==> config.mk <==
export PLATFORM = sky130hd
export DESIGN_NAME = bird_motion_flat
export DESIGN_NICKNAME = d
export VERILOG_FILES = /design/src/rtl/bird_motion_if.sv /design/src/rtl/bird_motion.sv /design/src/flat_wrapper.sv
export SDC_FILE = /design/constraint.sdc
export NUM_CORES = 1
export LEC_CHECK = 0
export ABC_AREA = 1
export CAP_MARGIN = 25
export CORE_AREA = 10 10 53 51
export CTS_BUF_LIST = sky130_fd_sc_hd__clkbuf_16
export DETAILED_ROUTE_END_ITERATION = 8
export DIE_AREA = 0 0 63 61
export GPL_TIMING_DRIVEN = 0
export PLACE_DENSITY = 0.66
export RECOVER_POWER = 100
export SYNTH_ARGS = -nofsm -noshare
export SYNTH_HDL_FRONTEND = slang
export SYNTH_SLANG_ARGS = --single-unit
==> constraint.sdc <==
create_clock -name clk -period 2 [get_ports clk]
set_clock_uncertainty 0.2 [all_clocks]
set_input_delay 0.6 -clock clk [delete_from_list [all_inputs] [get_ports clk]]
set_output_delay 0.6 -clock clk [all_outputs]
set_load 0.03 [all_outputs]
==> src/rtl/bird_motion_if.sv <==
// Player-facing control/status bundle for the bird motion block.
// The block drives the status signals; the game logic drives the controls.
interface bird_motion_if #(
  parameter int ROWS = 16
);
  localparam int RW = $clog2(ROWS);

  logic          pause;
  logic          tick;
  logic          flap;
  logic          collide;
  logic [RW-1:0] bird_row;
  logic          dead;
  logic          flying;

  modport master (
    output pause, tick, flap, collide,
    input  bird_row, dead, flying
  );

  modport slave (
    input  pause, tick, flap, collide,
    output bird_row, dead, flying
  );
endinterface

==> src/rtl/bird_motion.sv <==
// Vertical bird motion: waits for the first flap, climbs RISE_ROWS gravity ticks
// per press, falls one row per tick otherwise, and dies on the floor or on a pipe.
module bird_motion #(
  parameter int ROWS      = 16,
  parameter int START_ROW = 7,
  parameter int RISE_ROWS = 2
) (
  input  logic       clk,
  input  logic       reset,
  bird_motion_if.slave bus
);
  localparam int RW = $clog2(ROWS);
  localparam int CW = (RISE_ROWS < 1) ? 1 : $clog2(RISE_ROWS + 1);

  localparam logic [RW-1:0] ROW_START = RW'(START_ROW);
  localparam logic [RW-1:0] ROW_FLOOR = RW'(ROWS - 1);
  localparam logic [CW-1:0] RISE_FULL = CW'(RISE_ROWS);
  localparam logic [CW-1:0] RISE_NEXT = CW'(RISE_ROWS - 1);

  typedef enum logic [1:0] {
    S_WAIT = 2'd0,
    S_FLY  = 2'd1,
    S_DEAD = 2'd2
  } state_e;

  state_e        state_q, state_d;
  logic [RW-1:0] row_q, row_d;
  logic [CW-1:0] rise_q, rise_d;
  logic          flap_q;
  logic          dead_q, dead_d;
  logic          flying_q, flying_d;

  logic          press;
  logic [RW-1:0] row_up;

  assign press = bus.flap & ~flap_q;
  // Climbing at the ceiling holds row 0 rather than wrapping.
  assign row_up = (row_q == '0) ? '0 : row_q - RW'(1);

  // Sampled even while paused so a press made during pause is dropped, not queued.
  always_ff @(posedge clk) begin
    if (reset) flap_q <= 1'b0;
    else       flap_q <= bus.flap;
  end

  always_ff @(posedge clk) begin
    if (reset) begin
      state_q  <= S_WAIT;
      row_q    <= ROW_START;
      rise_q   <= '0;
      dead_q   <= 1'b0;
      flying_q <= 1'b0;
    end else begin
      state_q  <= state_d;
      row_q    <= row_d;
      rise_q   <= rise_d;
      dead_q   <= dead_d;
      flying_q <= flying_d;
    end
  end

  always_comb begin
    state_d = state_q;
    row_d   = row_q;
    rise_d  = rise_q;

    if (!bus.pause) begin
      unique case (state_q)
        S_WAIT: begin
          if (press) begin
            state_d = S_FLY;
            rise_d  = RISE_FULL;
          end
        end

        S_FLY: begin
          // Priority: pipe hit, then press (with or without tick), then plain tick.
          if (bus.collide) begin
            state_d = S_DEAD;
          end else if (press && bus.tick) begin
            row_d  = row_up;
            rise_d = RISE_NEXT;
          end else if (press) begin
            rise_d = RISE_FULL;
          end else if (bus.tick) begin
            if (rise_q != '0) begin
              row_d  = row_up;
              rise_d = rise_q - CW'(1);
            end else if (row_q == ROW_FLOOR) begin
              state_d = S_DEAD;
            end else begin
              row_d = row_q + RW'(1);
            end
          end
        end

        S_DEAD: ;

        default: state_d = S_WAIT;
      endcase
    end

    dead_d   = (state_d == S_DEAD);
    flying_d = (state_d == S_FLY);
  end

  assign bus.bird_row = row_q;
  assign bus.dead     = dead_q;
  assign bus.flying   = flying_q;
endmodule
==> src/flat_wrapper.sv <==
// flat-port wrapper written by rule: the top's interface ports become plain ports
module bird_motion_flat 
#(
  parameter int ROWS      = 16,
  parameter int START_ROW = 7,
  parameter int RISE_ROWS = 2
)
  (clk, reset, bus_pause, bus_tick, bus_flap, bus_collide, bus_bird_row, bus_dead, bus_flying);
  bird_motion_if #(.ROWS(ROWS)) bus_i ();
  input  logic clk;
  input  logic reset;
  input wire logic [$bits(bus_i.pause)-1:0] bus_pause;
  input wire logic [$bits(bus_i.tick)-1:0] bus_tick;
  input wire logic [$bits(bus_i.flap)-1:0] bus_flap;
  input wire logic [$bits(bus_i.collide)-1:0] bus_collide;
  output wire logic [$bits(bus_i.bird_row)-1:0] bus_bird_row;
  output wire logic [$bits(bus_i.dead)-1:0] bus_dead;
  output wire logic [$bits(bus_i.flying)-1:0] bus_flying;
  assign bus_i.pause = bus_pause;
  assign bus_i.tick = bus_tick;
  assign bus_i.flap = bus_flap;
  assign bus_i.collide = bus_collide;
  assign bus_bird_row = bus_i.bird_row;
  assign bus_dead = bus_i.dead;
  assign bus_flying = bus_i.flying;
  bird_motion #(.ROWS(ROWS), .START_ROW(START_ROW), .RISE_ROWS(RISE_ROWS)) u_core (.clk(clk), .reset(reset), .bus(bus_i));
endmodule
==> results.sh <==
export IMPL_rows=14
export IMPL_numPlacedInstances=142
export IMPL_fin_ws_ps=70.5
export IMPL_ant_nets=0
export IMPL_grt_start_max_net_pins=8
export IMPL_grt_pass1_vias=639
export IMPL_power_density_nw_per_um2=717
export IMPL_fillers=152
export IMPL_worstMarginPinSlew_ps=320
export IMPL_ys_seq_elements=11
export IMPL_synthCells=107
export IMPL_synth_area_sq_um=707
export IMPL_relSlewSlack_pct=78.7
export IMPL_insertion_delay_ps=230
export IMPL_syn2layout_area_growth_pct=35.2
export IMPL_critPathLaunchType="input port"
export IMPL_final_min_clock_period_ps=1930
export IMPL_slew_viol_final=0
export IMPL_vias=715
export IMPL_cts_max_path_buffers=2
export IMPL_first_pass_iters=4
export IMPL_fp_dieW_um=63
export IMPL_layout_nets=135
export IMPL_yosysUniqueCellTypes=21
export IMPL_ctsHtreeMaxLevel=1
export IMPL_finalWirelength_mm=1.62
export IMPL_post_drt_wl_per_cell_um=10.9
export IMPL_cp_required_ps=1980
export IMPL_yosysWarningCount=0
export IMPL_final_cell_mix="nand2_1, inv_1, nor2_1"
export IMPL_cp_slowest_cell="clkdlybuf4s50_1"
export IMPL_setup_viol=0
export IMPL_cts_root_buf="clkbuf_16"
export IMPL_multiInputGateArea_sq_um=430
export IMPL_grt_remaining_overflow=0
export IMPL_status="finished clean"
export IMPL_drc=0
export IMPL_start_util_pct=43.4
export IMPL_core_region_area_sq_um=1630
export IMPL_final_core_util_pct=58.7
export IMPL_ioPinCount=12
export IMPL_io_buffers=11
export IMPL_die_y_um=61
export IMPL_power_leakage_nw=0.494
export IMPL_viasPerCell=4.83
export IMPL_place_ws_ps=-161
export IMPL_antenna_found_initial=0
export IMPL_hold_viol_final=0
export IMPL_gp_congestion=0.868
export IMPL_maxCapViolations=0
export IMPL_path_buf_inv=3
export IMPL_ir_drop_uv=466
export IMPL_cp_max_fo=5
export IMPL_period_share_pct=96.5
export IMPL_worst_setup_path_type="input port to register"
export IMPL_hp_class="register to register"
export IMPL_critical_path_max_stage_delay_ps=490
export IMPL_avgSynthCellArea_sq_um=6.61
export IMPL_synth_fp_nets=117
export IMPL_fmax_mhz=518
export IMPL_critPathTopFamily="buffers and inverters"
export IMPL_drive_above_1_share_pct=13.7
export IMPL_instances_no_fill=148
export IMPL_holdBufCountCts=0
export IMPL_clk_pin_slew_worst_paths_ps=40
export IMPL_cts_buffers=3
export IMPL_holdWs_ps=335
export IMPL_grtUsageTotal_pct=8.80
export IMPL_grt_pass1_wl_mm=2.73
export IMPL_synth_seq_area_share_pct=31.2
export IMPL_seqCellArea_sq_um=220
export IMPL_critPathArrivalTime_ps=1910
export IMPL_die_area_sq_um=3840
export IMPL_cp_cell_sequence="clkdlybuf4s50_1 -> inv_2 -> nor2_4 -> nand2_2 -> nand3_2 -> nand4_4 -> a21oi_1 -> o21ai_1 -> inv_1"
export IMPL_cts_tree="yes"
export IMPL_cts_sinks=11
export IMPL_antenna_cells=0
export IMPL_tns_ps=0
export IMPL_drtIter0Drc=22
export IMPL_layout_cells_most_common="nand2_1"
export IMPL_critPathCaptureType="register"
export IMPL_hpwl_mm=1.24
==> cell families after synthesis <==
kind of cell             Yosys count  synth area share [%]
AO/OA/AOI/OAI                     15                  12.6
XOR/XNOR                           2                  2.48
adder cells (fa/ha/maj)            4                  7.08
buffers and inverters             21                  11.1
flip-flops                        11                  31.2
AND/OR/NAND/NOR                   54                  35.6
==> state kept, by name (all words and copies together), names as in the netlist <==
register             flops
u_core.bus.flying        1
u_core.flap_q            1
u_core.bus.dead          1
u_core.state_q           2
u_core.rise_q            2
u_core.bus.bird_row      4
==> layout make-up <==
cell class / instances / area share, %
clock buffer: 3 / 7.85
clock inverter: 1 / 0.393
inverter: 21 / 8.25
multi-input combinational: 75 / 45.0
sequential: 11 / 23.0
tap: 24 / 3.14
timing repair buffer: 13 / 12.3
==> report_power, final <==
| group | switching [W] | internal (W) | total [W] |
|---|---|---|---|
| logic | 0.0000582 | 0.0000389 | 0.0000971 |
| registers | 0.00000521 | 0.000228 | 0.000233 |
| clock network | 0.0000930 | 0.000262 | 0.000355 |
==> final timing paths <==
check                                           start                                  end  slack (ps)  cells after the start
hold / removal           u_core.state_q[0]$_SDFF_PP0_         u_core.state_q[0]$_SDFF_PP0_         340                      2
setup reg to reg  u_core.bus.bird_row[0]$_SDFFE_PP1P_         u_core.bus.flying$_SDFF_PP0_         330                     10
setup / recovery                             bus_flap  u_core.bus.bird_row[3]$_SDFFE_PP0P_          70                      9
hold reg to reg          u_core.state_q[0]$_SDFF_PP0_         u_core.state_q[0]$_SDFF_PP0_         340                      2
==> per-layer routing <==
layer	track usage [%]	part of all wire, %	routed length (um)
met5	0	0	0
met4	4.78	0.25	4
met3	3.13	4.6	75
met2	14.5	47	767
met1	9.97	48	770
==> per-stage QoR <==
stage / instance area, sq um / power [W]
floorplan: 707 / 0.000295
global placement: 847 / 0.000325
detailed placement: 847 / 0.000327
CTS: 918 / 0.000682
global route: 956 / 0.000714
finish: 956 / 0.000685
==> synth_stat cells <==
master / n / area (sq um)
ha_1: 4 / 50.1
inv_2: 3 / 11.3
xor2_1: 2 / 17.5
o22ai_1: 1 / 6.26
o2bb2ai_1: 1 / 8.76
nand2_1: 22 / 82.6
nand4_2: 1 / 12.5
nor2_4: 1 / 11.3
nand4_1: 3 / 18.8
o21ai_1: 2 / 10.0
a21oi_1: 6 / 30.0
o211ai_1: 2 / 15.0
o21ai_2: 1 / 8.76
dfxtp_1: 11 / 220
nor2_1: 13 / 48.8
inv_1: 18 / 67.6
o21ai_0: 2 / 10.0
nand3_1: 9 / 45.0
nand3b_1: 1 / 7.51
nand2_2: 2 / 12.5
nor2_2: 2 / 12.5
==> worst min-delay path, stage by stage (launching register included) <==
cell and delay [ps]:
dfxtp_1 330, nand2_1 90, a21oi_1 60
==> what timing repair did <==
item,4_1_cts,5_1_grt
cloned,0,0
gates resized for setup,6,5
setup endpoints to repair,6,4
pin swaps,0,1
buffers inserted,0,2
Power figures use the tool's default switching activity.
